### config.mk
export PLATFORM = sky130hd
export DESIGN_NAME = vga_raster_out_flat
export DESIGN_NICKNAME = d
export VERILOG_FILES = /design/src/rtl/vga_raster_pkg.sv /design/src/rtl/vga_raster_out_if.sv /design/src/rtl/vga_sync_counter.sv /design/src/rtl/vga_raster_out.sv /design/src/flat_wrapper.sv
export SDC_FILE = /design/constraint.sdc
export NUM_CORES = 1
export LEC_CHECK = 0
export CORE_UTILIZATION = 28
export DETAILED_ROUTE_END_ITERATION = 8
export MAX_ROUTING_LAYER = met4
export SLEW_MARGIN = 5
export SYNTH_ARGS = -nofsm -noshare
export SYNTH_HDL_FRONTEND = slang
export SYNTH_SLANG_ARGS = --single-unit
export TNS_END_PERCENT = 20
### constraint.sdc
create_clock -name clock -period 1.9 [get_ports clock]
set_clock_uncertainty 0.1 [all_clocks]
set_input_delay 0.57 -clock clock [delete_from_list [all_inputs] [get_ports clock]]
set_output_delay 0.57 -clock clock [all_outputs]
set_load 0.005 [all_outputs]
### src/rtl/vga_raster_pkg.sv
// vga_raster_pkg: default 640x480@60 timing, tile geometry and tile bit indexing
package vga_raster_pkg;
  localparam int CLK_DIV_D = 2;
  localparam int H_VISIBLE_D = 640;
  localparam int H_FRONT_D = 16;
  localparam int H_SYNC_D = 96;
  localparam int H_BACK_D = 48;
  localparam int V_VISIBLE_D = 480;
  localparam int V_FRONT_D = 10;
  localparam int V_SYNC_D = 2;
  localparam int V_BACK_D = 33;
  localparam int H_TOTAL_D = H_VISIBLE_D + H_FRONT_D + H_SYNC_D + H_BACK_D;
  localparam int V_TOTAL_D = V_VISIBLE_D + V_FRONT_D + V_SYNC_D + V_BACK_D;
  localparam int TILE_COLS = 4;
  localparam int TILE_ROWS = 2;
  localparam int TILE_W_D = H_VISIBLE_D / TILE_COLS;
  localparam int TILE_H_D = V_VISIBLE_D / TILE_ROWS;
  function automatic logic [2:0] tile_idx(input logic row, input logic [1:0] col);
    return {row, col};
  endfunction
endpackage

### src/rtl/vga_raster_out_if.sv
// vga_raster_out_if: framebuffer input and VGA pin bundle
interface vga_raster_out_if;
  logic [7:0] framebuffer;
  logic vga_hsync;
  logic vga_vsync;
  logic vga_r;
  logic vga_g;
  logic vga_b;
  modport master(input framebuffer, output vga_hsync, vga_vsync, vga_r, vga_g, vga_b);
  modport slave(output framebuffer, input vga_hsync, vga_vsync, vga_r, vga_g, vga_b);
endinterface

### src/rtl/vga_sync_counter.sv
// vga_sync_counter: pixel divider, raster counters and active-low sync decode
module vga_sync_counter
  import vga_raster_pkg::*;
#(
  parameter int CLK_DIV = CLK_DIV_D,
  parameter int H_VISIBLE = H_VISIBLE_D,
  parameter int H_FRONT = H_FRONT_D,
  parameter int H_SYNC = H_SYNC_D,
  parameter int H_BACK = H_BACK_D,
  parameter int V_VISIBLE = V_VISIBLE_D,
  parameter int V_FRONT = V_FRONT_D,
  parameter int V_SYNC = V_SYNC_D,
  parameter int V_BACK = V_BACK_D,
  localparam int H_TOTAL = H_VISIBLE + H_FRONT + H_SYNC + H_BACK,
  localparam int V_TOTAL = V_VISIBLE + V_FRONT + V_SYNC + V_BACK,
  localparam int HW = $clog2(H_TOTAL),
  localparam int VW = $clog2(V_TOTAL)
) (
  input  logic          clock,
  input  logic          reset,
  output logic          pix_tick,
  output logic [HW-1:0] h_cnt,
  output logic [VW-1:0] v_cnt,
  output logic          visible,
  output logic          hsync_n,
  output logic          vsync_n
);
  localparam int DW = CLK_DIV > 1 ? $clog2(CLK_DIV) : 1;
  logic [DW-1:0] div;
  logic h_last;
  assign pix_tick = div == DW'(CLK_DIV - 1);
  assign h_last = h_cnt == HW'(H_TOTAL - 1);
  always_ff @(posedge clock) begin
    if (reset) begin
      div <= '0;
      h_cnt <= '0;
      v_cnt <= '0;
    end else begin
      div <= pix_tick ? '0 : div + 1'b1;
      if (pix_tick) begin
        h_cnt <= h_last ? '0 : h_cnt + 1'b1;
        if (h_last) v_cnt <= v_cnt == VW'(V_TOTAL - 1) ? '0 : v_cnt + 1'b1;
      end
    end
  end
  // compared as int so a sync window ending exactly at the total cannot overflow the counter width
  assign visible = int'(h_cnt) < H_VISIBLE && int'(v_cnt) < V_VISIBLE;
  assign hsync_n = !(int'(h_cnt) >= H_VISIBLE + H_FRONT && int'(h_cnt) < H_VISIBLE + H_FRONT + H_SYNC);
  assign vsync_n = !(int'(v_cnt) >= V_VISIBLE + V_FRONT && int'(v_cnt) < V_VISIBLE + V_FRONT + V_SYNC);
endmodule

### src/rtl/vga_raster_out.sv
// vga_raster_out: 4x2 tile raster from a per-frame shadowed 8-bit framebuffer
module vga_raster_out
  import vga_raster_pkg::*;
#(
  parameter int CLK_DIV = CLK_DIV_D,
  parameter int H_VISIBLE = H_VISIBLE_D,
  parameter int H_FRONT = H_FRONT_D,
  parameter int H_SYNC = H_SYNC_D,
  parameter int H_BACK = H_BACK_D,
  parameter int V_VISIBLE = V_VISIBLE_D,
  parameter int V_FRONT = V_FRONT_D,
  parameter int V_SYNC = V_SYNC_D,
  parameter int V_BACK = V_BACK_D,
  parameter bit SYNC_ACTIVE = 1'b0
) (
  input logic clock,
  input logic reset,
  vga_raster_out_if.master bus
);
  localparam int H_TOTAL = H_VISIBLE + H_FRONT + H_SYNC + H_BACK;
  localparam int V_TOTAL = V_VISIBLE + V_FRONT + V_SYNC + V_BACK;
  localparam int HW = $clog2(H_TOTAL);
  localparam int VW = $clog2(V_TOTAL);
  localparam int TILE_W = H_VISIBLE / TILE_COLS;
  localparam int TILE_H = V_VISIBLE / TILE_ROWS;
  logic pix_tick, visible, hsync_n, vsync_n, row, pix;
  logic [HW-1:0] h_cnt;
  logic [VW-1:0] v_cnt;
  logic [1:0] col;
  logic [7:0] shadow;
  vga_sync_counter #(
    .CLK_DIV(CLK_DIV), .H_VISIBLE(H_VISIBLE), .H_FRONT(H_FRONT), .H_SYNC(H_SYNC), .H_BACK(H_BACK),
    .V_VISIBLE(V_VISIBLE), .V_FRONT(V_FRONT), .V_SYNC(V_SYNC), .V_BACK(V_BACK)
  ) u_sync (
    .clock(clock), .reset(reset), .pix_tick(pix_tick), .h_cnt(h_cnt), .v_cnt(v_cnt),
    .visible(visible), .hsync_n(hsync_n), .vsync_n(vsync_n)
  );
  always_comb begin
    col = int'(h_cnt) >= 3 * TILE_W ? 2'd3 : int'(h_cnt) >= 2 * TILE_W ? 2'd2 : int'(h_cnt) >= TILE_W ? 2'd1 : 2'd0;
    row = int'(v_cnt) >= TILE_H;
    pix = visible & shadow[tile_idx(row, col)];
  end
  // capture on the first blank line so the whole visible frame sees one value
  always_ff @(posedge clock) begin
    if (reset) begin
      shadow <= '0;
      bus.vga_hsync <= !SYNC_ACTIVE;
      bus.vga_vsync <= !SYNC_ACTIVE;
      bus.vga_r <= 1'b0;
      bus.vga_g <= 1'b0;
      bus.vga_b <= 1'b0;
    end else begin
      if (pix_tick && h_cnt == '0 && int'(v_cnt) == V_VISIBLE) shadow <= bus.framebuffer;
      bus.vga_hsync <= hsync_n ^ SYNC_ACTIVE;
      bus.vga_vsync <= vsync_n ^ SYNC_ACTIVE;
      bus.vga_r <= pix;
      bus.vga_g <= pix;
      bus.vga_b <= pix;
    end
  end
endmodule

### src/flat_wrapper.sv
// flat-port wrapper written by rule: the top's interface ports become plain ports
module vga_raster_out_flat import vga_raster_pkg::*;
#(
  parameter int CLK_DIV = CLK_DIV_D,
  parameter int H_VISIBLE = H_VISIBLE_D,
  parameter int H_FRONT = H_FRONT_D,
  parameter int H_SYNC = H_SYNC_D,
  parameter int H_BACK = H_BACK_D,
  parameter int V_VISIBLE = V_VISIBLE_D,
  parameter int V_FRONT = V_FRONT_D,
  parameter int V_SYNC = V_SYNC_D,
  parameter int V_BACK = V_BACK_D,
  parameter bit SYNC_ACTIVE = 1'b0
)
  (clock, reset, bus_framebuffer, bus_vga_hsync, bus_vga_vsync, bus_vga_r, bus_vga_g, bus_vga_b);
  vga_raster_out_if bus_i ();
  input logic clock;
  input logic reset;
  input wire logic [$bits(bus_i.framebuffer)-1:0] bus_framebuffer;
  output wire logic [$bits(bus_i.vga_hsync)-1:0] bus_vga_hsync;
  output wire logic [$bits(bus_i.vga_vsync)-1:0] bus_vga_vsync;
  output wire logic [$bits(bus_i.vga_r)-1:0] bus_vga_r;
  output wire logic [$bits(bus_i.vga_g)-1:0] bus_vga_g;
  output wire logic [$bits(bus_i.vga_b)-1:0] bus_vga_b;
  assign bus_i.framebuffer = bus_framebuffer;
  assign bus_vga_hsync = bus_i.vga_hsync;
  assign bus_vga_vsync = bus_i.vga_vsync;
  assign bus_vga_r = bus_i.vga_r;
  assign bus_vga_g = bus_i.vga_g;
  assign bus_vga_b = bus_i.vga_b;
  vga_raster_out #(.CLK_DIV(CLK_DIV), .H_VISIBLE(H_VISIBLE), .H_FRONT(H_FRONT), .H_SYNC(H_SYNC), .H_BACK(H_BACK), .V_VISIBLE(V_VISIBLE), .V_FRONT(V_FRONT), .V_SYNC(V_SYNC), .V_BACK(V_BACK), .SYNC_ACTIVE(SYNC_ACTIVE)) u_core (.clock(clock), .reset(reset), .bus(bus_i));
endmodule
==> results_dict.tcl <==
set metrics [dict create \
    run_status "complete, no violations" \
    antenna_violations_before_repair 0 \
    unrepaired_setup_endpoints_after_global_routing "true" \
    hold_path_startpoint "u_core.shadow[2]$_SDFFE_PP0P_" \
    hold_viol 0 \
    portBuffers 14 \
    vias_per_cell 4.91 \
    synthSimpleGateAreaFrac_pct 32.6 \
    post_route_cells_drive_above_1_share_pct 18.4 \
    synthDominantAreaCellType "dfxtp_1" \
    worst_path_dominant_cell_family "buffers and inverters" \
    numCtsBuffers 5 \
    clock_latency_reported_for_the_late_side_of_the_worst_skew_pair_ns 0.28 \
    worstPathMaxFanout 3 \
    drt-pass1-iter-count 4 \
    maxSlewViolCount 0 \
    clock_tree.root_cell "clkbuf_8" \
    fin_crit_sh_pct 95.2 \
    post-route-min-period_ns 1.81 \
    ys_dominant_reg_cell "dfxtp_1" \
    grt_pass1_vias 1390 \
    maxCapViolations 0 \
    vdd.ir_drop.worst_mv 0.247 \
    synthAdderAreaFrac_pct 2.91 \
    grt_max_degree 12 \
    synth_edf_count 0 \
    cts_tree "yes" \
    syn-cell-area_sq_um 1720 \
    critical_path.max_stage_delay_ns 0.50 \
    finish.utilization_pct 36.5 \
    pin_count 15 \
    slowest_cell_on_crit_path "clkdlybuf4s50_1" \
    asyncSetResetFlopFracSynth_pct 0 \
    fmax_mhz 553 \
    synthesis.nets 220 \
    timing.hold.worst.class "reg2reg" \
    gp_congestion 0.807 \
    grt_use_total_pct 13.7 \
    route.detailed.drc 0 \
    synthesis.instances 206 \
    timing.critical_path.from_type "flip-flop" \
    layout_area_growth_over_synthesis_pct 25.8 \
    wirelength_microns 3900 \
    overall_power_consumption_mw 1.26 \
    drtIter0Drc 86 \
    cts_num_sinks 32 \
    floorplan.initialDensity_pct 29.0 \
    yosys_register_bits 32 \
    row_count 28 \
    ctsHtreeMaxLevel 2 \
    mux_contribution_to_synthesized_area_pct 0.583 \
    place.detailed.hpwl_microns 2860 \
    timing.final.setup_violations 0 \
    synth_area_per_cell_sq_um 8.34 \
    ys_types 41 \
    synth_largest_type_area_fraction_pct 37.3 \
    combinational_family_with_the_most_area_after_synthesis "simple AND/OR/NAND/NOR gates" \
    worst-setup-path-type "reg2out" \
    rr_startpoint "u_core.u_sync.h_cnt[5]$_SDFFE_PP0P_" \
    p_leak_nw 0.796 \
    tightestPinTransition_ns 0.404 \
    worstSetupEndpointType "output pin" \
    routed_wire_length_per_instance_microns 12.4 \
    cp_num_buf_inv 1 \
    detail-route-antenna-nets 0 \
    sequential_element_share_of_the_synthesized_area_pct 37.3 \
    clkTransAtPathRegs_ns 0.06 \
    synth-compound-area-share_pct 15.8 \
    ctsLongestPathBuffers 2 \
    vias 1542 \
    post_synth_xor_area_fraction_pct 4.59 \
    n_antenna_cell 0 \
    grt-ovfl-total 0 \
    placeableCoreArea_sq_um 5920 \
    worstPathCellList "clkdlybuf4s50_1" \
    floorplan.die_area_sq_um 6450 \
    powerDensity_nw_per_um2 582 \
    synth.yosys.warnings 0 \
    synth.area.top_cells "dfxtp_1, nand3_1, a21oi_1" \
    finish.net_count 253 \
    final.fill_count 623 \
    crit_start "u_core.bus.vga_r$_SDFF_PP0_" \
    dieHeight_microns 80.3 \
    die_width_microns 80.3 \
    slew-limit-headroom_pct 72.4 \
    global_route_wire_length_before_repair_microns 6440 \
    arrival_ns 1.14 \
    required_worst_endpoint_ns 1.23 \
]
[timing repair]
item | 4_1_cts | 5_1_grt
setup buffers | 0 | 2
hold buffers | 0 | 0
setup endpoints to repair | 0 | 10
gates resized for setup | 0 | 3
[path summary, 6_finish.rpt]
check / depth (start not counted) / endpoint / slack, ns
setup / recovery: 1 / bus_vga_b / 0.09
hold / removal: 2 / u_core.shadow[2]$_SDFFE_PP0P_ / 0.38
setup reg to reg: 5 / u_core.u_sync.v_cnt[3]$_SDFFE_PP0P_ / 0.11
hold reg to reg: 2 / u_core.shadow[2]$_SDFFE_PP0P_ / 0.38
[power breakdown]
| part | total, mW | switching, mW | internal, mW | leakage (nW) |
|---|---|---|---|---|
| combinational | 0.0868 | 0.0383 | 0.0485 | 0.496 |
| sequential | 0.684 | 0.00804 | 0.676 | 0.259 |
| clock | 0.486 | 0.237 | 0.248 | 0.0410 |
| total | 1.26 | 0.284 | 0.973 | 0.796 |
[Yosys cell counts (3+ instances only)]
cell type  count
dfxtp_1       32
nor2_1        21
nand3_1       19
a21oi_1       18
o21ai_0       14
nand2_1        9
nand4_1        9
nor3_1         7
inv_1          6
or3_1          5
xor2_1         5
and3_1         4
and4_1         4
buf_2          4
clkbuf_1       4
ha_1           4
o31ai_1        4
xnor2_1        4
or2_2          3
[registers in the layout, indices dropped and copies added (netlist names)]
register / flops
u_core.u_sync.h_cnt: 10
u_core.u_sync.v_cnt: 10
u_core.shadow: 8
u_core.bus.vga_vsync: 1
u_core.bus.vga_hsync: 1
u_core.bus.vga_r: 1
u_core.u_sync.pix_tick: 1
[cell type report]
cell class	instances	area (sq um)	area share (%)
clock buffers	6	72.6	3.36
inverters	6	22.5	1.04
clock inverters	1	5.00	0.232
repair buffers	41	343	15.9
well taps	75	93.8	4.34
flip-flops and latches	32	642	29.7
multi-input cells	153	982	45.5
[kinds of logic after synthesis]
family	after synthesis
buffers and inverters	21
flip-flops	32
adder cells (fa/ha/maj)	4
AND/OR/NAND/NOR	95
multiplexers	1
XOR/XNOR	9
AO/OA/AOI/OAI	44
[cells in the final DEF (no fill, tap or decap), drive strengths merged, types with 2 or more instances in the layout]
cell and count:
a21oi 18, and3 4, and4 4, buf 27
clkbuf 6, clkdlybuf4s50 14, dfxtp 32, ha 4
inv 6, nand2 9, nand3 19, nand4 10
nor2 21, nor3 7, nor4 2, nor4b 2
nor4bb 2, o21ai 14, o31ai 4, o41ai 2
or2 3, or3 5, or4 3, or4b 2
xnor2 4, xor2 5
[through the flow]
step	setup WS, ns	TNS [ns]	instances	area [sq um]	hold slack [ns]
2_1_floorplan	0.135	0	206	1720	0.325
3_5_place_dp	0.0309	0	305	2050	0.360
6_report	0.0914	0	314	2160	0.378
3_3_place_gp	0.0286	0	305	2050	0.359
4_1_cts	0.0755	0	312	2130	0.371
5_1_grt	-0.0167	-0.0290	314	2160	0.390
[routing by layer]
metal | up-vias | global-route usage [%] | share of wire [%]
met5 | - | - | 0
met4 | 0 | 6.79 | 2.3
met3 | 8 | 3.75 | 3.9
met2 | 23 | 20.5 | 46
met1 | 695 | 16.9 | 48
li1 | 816 | - | -
(Power assumes the default switching activity.)
